==> config.mk <==
export PLATFORM = sky130hd
export DESIGN_NAME = adc128s
export DESIGN_NICKNAME = d
export VERILOG_FILES = /design/src/rtl/adc128s_pkg.sv /design/src/rtl/adc128s_spi_slv.sv /design/src/rtl/adc128s.sv
export SDC_FILE = /design/constraint.sdc
export NUM_CORES = 1
export LEC_CHECK = 0
export ABC_AREA = 1
export BUFFER_PORTS_ARGS = -buffer_cell sky130_fd_sc_hd__buf_4
export CORE_MARGIN = 3
export CORE_UTILIZATION = 25
export CTS_CLUSTER_DIAMETER = 40
export DETAILED_ROUTE_END_ITERATION = 10
export PLACE_DENSITY = 0.51
export SETUP_SLACK_MARGIN = 0.05
export SYNTH_ARGS = -nofsm -noshare
export SYNTH_HDL_FRONTEND = slang
export SYNTH_SLANG_ARGS = --single-unit
==> constraint.sdc <==
create_clock -name clk -period 1.4 [get_ports clk]
set_input_delay 0.42 -clock clk [delete_from_list [all_inputs] [get_ports clk]]
set_output_delay 0.42 -clock clk [all_outputs]
set_load 0.01 [all_outputs]
==> src/rtl/adc128s_pkg.sv <==
// Shared constants for the ADC128S-style SPI A2D model: channel map and frame geometry.
package adc128s_pkg;

  localparam logic [2:0] CH_LFT  = 3'd0;
  localparam logic [2:0] CH_RGHT = 3'd4;
  localparam logic [2:0] CH_BATT = 3'd5;

  localparam int FRAME_BITS = 16;
  localparam int RES_BITS   = 12;
  localparam int CNT_W      = $clog2(FRAME_BITS + 1);

  // Position of the channel field inside the received command word
  localparam int CHNL_LSB = 11;

endpackage

==> src/rtl/adc128s_spi_slv.sv <==
// SPI mode-0 slave datapath: input synchronizers, edge detection, 16-bit rx/tx shifters
// and bit counter. Reports a completed frame and the channel field it carried.
module adc128s_spi_slv
  import adc128s_pkg::*;
#(
  parameter int SYNC_STAGES = 2
) (
  input  logic                clk,
  input  logic                rst_n,
  input  logic                ss_n,
  input  logic                sclk,
  input  logic                mosi,
  input  logic [RES_BITS-1:0] ld_val,
  output logic                miso,
  output logic                frame_done,
  output logic [2:0]          cmd_chnl
);

  // Packed as {ss_n, sclk, mosi}; idle line state is SS_n high, SCLK low
  localparam logic [2:0]       SYNC_RST = 3'b100;
  localparam logic [CNT_W-1:0] CNT_FULL = CNT_W'(FRAME_BITS);

  logic [SYNC_STAGES-1:0][2:0] sync_reg;
  logic                        ss_prev_reg;
  logic                        sclk_prev_reg;
  logic [FRAME_BITS-1:0]       tx_shft_reg;
  logic [FRAME_BITS-1:0]       rx_shft_reg;
  logic [CNT_W-1:0]            bit_cnt_reg;

  logic ss_s, sclk_s, mosi_s;
  logic ss_fall, ss_rise, sclk_rise, sclk_fall;

  always_ff @(posedge clk or negedge rst_n) begin
    if (!rst_n) begin
      sync_reg <= {SYNC_STAGES{SYNC_RST}};
    end else begin
      sync_reg[0] <= {ss_n, sclk, mosi};
      for (int i = 1; i < SYNC_STAGES; i++) begin
        sync_reg[i] <= sync_reg[i-1];
      end
    end
  end

  assign ss_s   = sync_reg[SYNC_STAGES-1][2];
  assign sclk_s = sync_reg[SYNC_STAGES-1][1];
  assign mosi_s = sync_reg[SYNC_STAGES-1][0];

  always_ff @(posedge clk or negedge rst_n) begin
    if (!rst_n) begin
      ss_prev_reg   <= 1'b1;
      sclk_prev_reg <= 1'b0;
    end else begin
      ss_prev_reg   <= ss_s;
      sclk_prev_reg <= sclk_s;
    end
  end

  // SCLK activity only counts while the frame is open
  assign ss_fall   =  ss_prev_reg & ~ss_s;
  assign ss_rise   = ~ss_prev_reg &  ss_s;
  assign sclk_rise = ~sclk_prev_reg &  sclk_s & ~ss_s;
  assign sclk_fall =  sclk_prev_reg & ~sclk_s & ~ss_s;

  // Frame load wins over a coincident SCLK rise; that rise is simply dropped
  always_ff @(posedge clk or negedge rst_n) begin
    if (!rst_n) begin
      tx_shft_reg <= '0;
      rx_shft_reg <= '0;
      bit_cnt_reg <= '0;
    end else if (ss_fall) begin
      tx_shft_reg <= {{(FRAME_BITS-RES_BITS){1'b0}}, ld_val};
      bit_cnt_reg <= '0;
    end else if (sclk_rise) begin
      rx_shft_reg <= {rx_shft_reg[FRAME_BITS-2:0], mosi_s};
      if (bit_cnt_reg != CNT_FULL) begin
        bit_cnt_reg <= bit_cnt_reg + 1'b1;
      end
    end else if (sclk_fall && (bit_cnt_reg != '0)) begin
      tx_shft_reg <= {tx_shft_reg[FRAME_BITS-2:0], 1'b0};
    end
  end

  assign miso       = tx_shft_reg[FRAME_BITS-1];
  assign frame_done = ss_rise && (bit_cnt_reg == CNT_FULL);
  assign cmd_chnl   = rx_shft_reg[CHNL_LSB+2:CHNL_LSB];

endmodule

==> src/rtl/adc128s.sv <==
// ADC128S-style 8-channel SPI A2D model. Holds the pipelined channel register and the
// result mux; each frame returns the channel commanded by the previous complete frame.
module adc128s
  import adc128s_pkg::*;
#(
  parameter int SYNC_STAGES = 2
) (
  input  logic                clk,
  input  logic                rst_n,
  input  logic                SS_n,
  input  logic                SCLK,
  input  logic                MOSI,
  output logic                MISO,
  input  logic [RES_BITS-1:0] lft_cell_set,
  input  logic [RES_BITS-1:0] rght_cell_set,
  input  logic [RES_BITS-1:0] batt_set
);

  logic [2:0]          chnl_reg;
  logic [RES_BITS-1:0] sel_val;
  logic                frame_done;
  logic [2:0]          cmd_chnl;

  // Unpopulated channels read back as zero
  always_comb begin
    sel_val = '0;
    case (chnl_reg)
      CH_LFT:  sel_val = lft_cell_set;
      CH_RGHT: sel_val = rght_cell_set;
      CH_BATT: sel_val = batt_set;
      default: sel_val = '0;
    endcase
  end

  always_ff @(posedge clk or negedge rst_n) begin
    if (!rst_n) begin
      chnl_reg <= CH_LFT;
    end else if (frame_done) begin
      chnl_reg <= cmd_chnl;
    end
  end

  adc128s_spi_slv #(
    .SYNC_STAGES(SYNC_STAGES)
  ) u_spi_slv (
    .clk       (clk),
    .rst_n     (rst_n),
    .ss_n      (SS_n),
    .sclk      (SCLK),
    .mosi      (MOSI),
    .ld_val    (sel_val),
    .miso      (MISO),
    .frame_done(frame_done),
    .cmd_chnl  (cmd_chnl)
  );

endmodule

==> results by group <==
STA
  – Final min period: around 1.3 ns
  – Final Max Slew Viols: 0
  – Period utilization: between 90% and 100%
  – Peak Freq: ~0.76 GHz
  – Final hold viol count: 0
  – Worst Tran Pin Value: 0.308 ns
  – Finish-stage setup viols: 0
  – Setup Skew: 0.00677 ns
  – Post-route setup TNS: 0 ns
  – Rel. slew slack: between 70% and 80%
  – RSZ-0062 raised after global routing: true

Place
  – DP HPWL: approximately 3700 um
  – Buffers on Ports: between 40 and 50
  – GP Congestion: roughly 0.76

Clocking
  – CTS root buf: clkbuf_8
  – H-tree depth: 2
  – CTS Buffer Depth: 2
  – Clock-pin slew on the worst setup and hold paths: ~0.080 ns
  – Inserted Clock Buffers: 5
  – Clock Sinks: 46
  – Latest clock arrival within the worst-skew pair: about 0.30 ns
  – CTS tree: done

Floorplanning
  – Num ports: between 40 and 50
  – Rows: 34
  – Die Area: ~10000 um2
  – DIE HEIGHT: 102 um
  – Core box area: about 8800 um2
  – Initial cell density of the core: roughly a quarter
  – Die X-Extent: around 100 um

Pwr
  – P_leak: approximately 1.5 nW
  – Switch share: around 28%
  – Clk network pwr share: a little under 30%
  – VDD IR max: 0.000693 V
  – Net Switching: ~0.9 mW
  – Internal: around 2.4 mW
  – Seq pwr share: slightly above 50%
  – Cell area power density: ~1100 nW/um2
  – Combinational share of power: between 10% and 20%

Routing
  – WL/cell: roughly 12 um
  – Iter 0 DRT Violations: 99
  – Post-Route WL: about 5300 um
  – Antenna viol nets, final: 0
  – First drt pass iteration count: 4
  – Vias per inst: ~4.6
  – Via count: roughly 2000
  – DRC errors left: 0

GRT
  – GRT Util Overall: around a tenth
  – Vias in the first global route: roughly 1900
  – Global-route wire length before repair: 8660 um
  – GR Overflow Total: 0
  – Pin count of the biggest net entering global routing: 31
  – Antenna violations before repair: 0

Logic synthesis
  – Sequential cell area fraction in the yosys report: slightly above 50%
  – Synth Cell Area: 2280 um2
  – Synthesized flop and latch total: 46
  – Yosys warns: 0
  – Avg Cell Area, Syn: ~8.3 um2
  – Syn_nets: 317
  – Synth Instances: roughly 270
  – Count of cell types in the netlist: 27

Outcome
  – Outcome: finished clean

Layout
  – Max reg flops: 16
  – Most frequent cells in the layout: nand2_1, nand3_1, buf_4, dfrtp_1, nand4_1
  – Commonest non-fill, non-tap cell in the layout: nand2_1
  – Final core occ: 34.3%
  – Area growth syn-to-layout: 32.5%
  – Share of post-route cells with drive strength above 1: roughly 28%
  – Diode count: 0
  – Nets: 370

Worst setup path
  – Reg2reg end: u_spi_slv.rx_shft_reg[10]$_DFFE_PN0P_
  – CP startpoint kind: flop
  – RR Startpoint: u_spi_slv.ss_prev_reg$_DFF_PN1_
  – Critical path class: reg -> reg
  – Worst EP arrival: between 1 and 1.5 ns
  – Worst r2r path cells: 6
  – FF-to-FF setup slack: 0.09 ns
  – Endpoint class of the critical path: flop
  – Crit path max fanout: 11
  – Data required time at the worst endpoint: 1.58 ns

Worst hold path
  – WHS Path Cells: 1
  – Hold endpoint: u_spi_slv.sync_reg[2]$_DFF_PN1_
  – Hold Crit Class: in -> reg
  – Hold Crit Start: SS_n

Flow run
  – Maximum Capacitance Violations: 0
-- synthesized netlist by cell type (all sizes together) --
cell    instances  area, um2
nand2          92        365
nand3          54        275
dfrtp          43       1080
inv            16       62.6
buf            14       95.1
nand4          12       75.1
nor2           12       70.1
o21ai          10       50.1
a21oi           5       25.0
dfstp           3       78.8
o21bai          3       22.5
ha              2       25.0
o22ai           2       12.5
xor2            2       17.5
clkinv          1       3.75
nor3            1       10.0
o31ai           1       7.51
xnor2           1       8.76
-- per-layer routing --
layer / wire length (um) / track usage [%] / vias to the layer above
met2: 2430 / 16.3 / 50
met3: 304 / 2.13 / 4
li1: - / - / 1017
met1: 2520 / 14.4 / 953
met4: 49 / 2.76 / 0
met5: 0 / 0 / -
-- cell families (layout without fill, tap and decap cells) --
logic type | Yosys count | count (layout) | share of synthesized area, %
AOI/OAI and AO/OA | 21 | 21 | 5.16
xor gates and xnor gates | 3 | 3 | 1.15
adders and majority gates | 2 | 2 | 1.10
buffers and inverters | 31 | 84 | 7.08
DFF | 46 | 46 | 50.6
and+or+nand+nor | 171 | 172 | 34.9
-- how the worst max path moves through the flow --
stage / from / endpoint / slack (ns) / depth (start not counted)
6_report: u_spi_slv.ss_prev_reg$_DFF_PN1_ / u_spi_slv.rx_shft_reg[10]$_DFFE_PN0P_ / 0.09 / 6
3_3_place_gp: chnl_reg[2]$_DFFE_PN0P_ / u_spi_slv.tx_shft_reg[11]$_DFFE_PN0P_ / 0.05 / 7
4_1_cts: chnl_reg[2]$_DFFE_PN0P_ / u_spi_slv.tx_shft_reg[11]$_DFFE_PN0P_ / 0.03 / 7
3_5_place_dp: u_spi_slv.bit_cnt_reg[0]$_DFFE_PN0P_ / u_spi_slv.tx_shft_reg[2]$_DFFE_PN0P_ / 0.04 / 8
2_1_floorplan: u_spi_slv.ss_prev_reg$_DFF_PN1_ / u_spi_slv.tx_shft_reg[6]$_DFFE_PN0P_ / 0.15 / 8
5_1_grt: u_spi_slv.ss_prev_reg$_DFF_PN1_ / u_spi_slv.rx_shft_reg[3]$_DFFE_PN0P_ / 0.02 / 6
-- what timing repair did --
item                       in CTS  in global routing
gates cloned                    0                  2
hold buffers                    1                  0
hold endpoints to repair       16                  0
gates resized for setup         2                 27
pin swaps                       0                  4
setup endpoints to repair       6                 35
setup buffers                   2                  5
-- power by group through the flow --
stage          Combinational (mW)  Clock [mW]  Sequential [mW]
3_5_place_dp                0.571           0             1.71
6_report                    0.647       0.985             1.69
2_1_floorplan               0.378           0             1.67
4_1_cts                     0.588        1.01             1.68
5_1_grt                     0.758        1.06             1.72
3_3_place_gp                0.560           0             1.71
-- critical path, cell delays in order, from the launching register on --
cell	delay, ns
dfstp_2	0.53
inv_2	0.05
nor2_4	0.22
inv_8	0.10
buf_8	0.15
nand3_1	0.08
nand2_1	0.06
-- layout make-up --
cell class / count / area [um2]
clock buffer: 6 / 72.6
clock inverter: 2 / 37.5
fill: 955 / 5780
inverter: 17 / 80.1
multi-input combinational: 198 / 1030
sequential: 46 / 1160
tap: 108 / 135
timing repair buffer: 58 / 500
timing repair inverter: 1 / 6.26
-- per-stage QoR --
step                      worst slack, ns  hold WS (ns)  instances  area [um2]  power (mW)
after global routing               0.0170         0.215        436        3020        3.53
final                              0.0899         0.228        436        3020        3.32
after CTS                          0.0298         0.217        429        2880        3.28
after floorplan                     0.146         0.124        274        2280        2.05
after detailed placement           0.0440         0.317        418        2730        2.28
after global placement             0.0492         0.308        418        2730        2.27
Power figures use the tool's default switching activity.
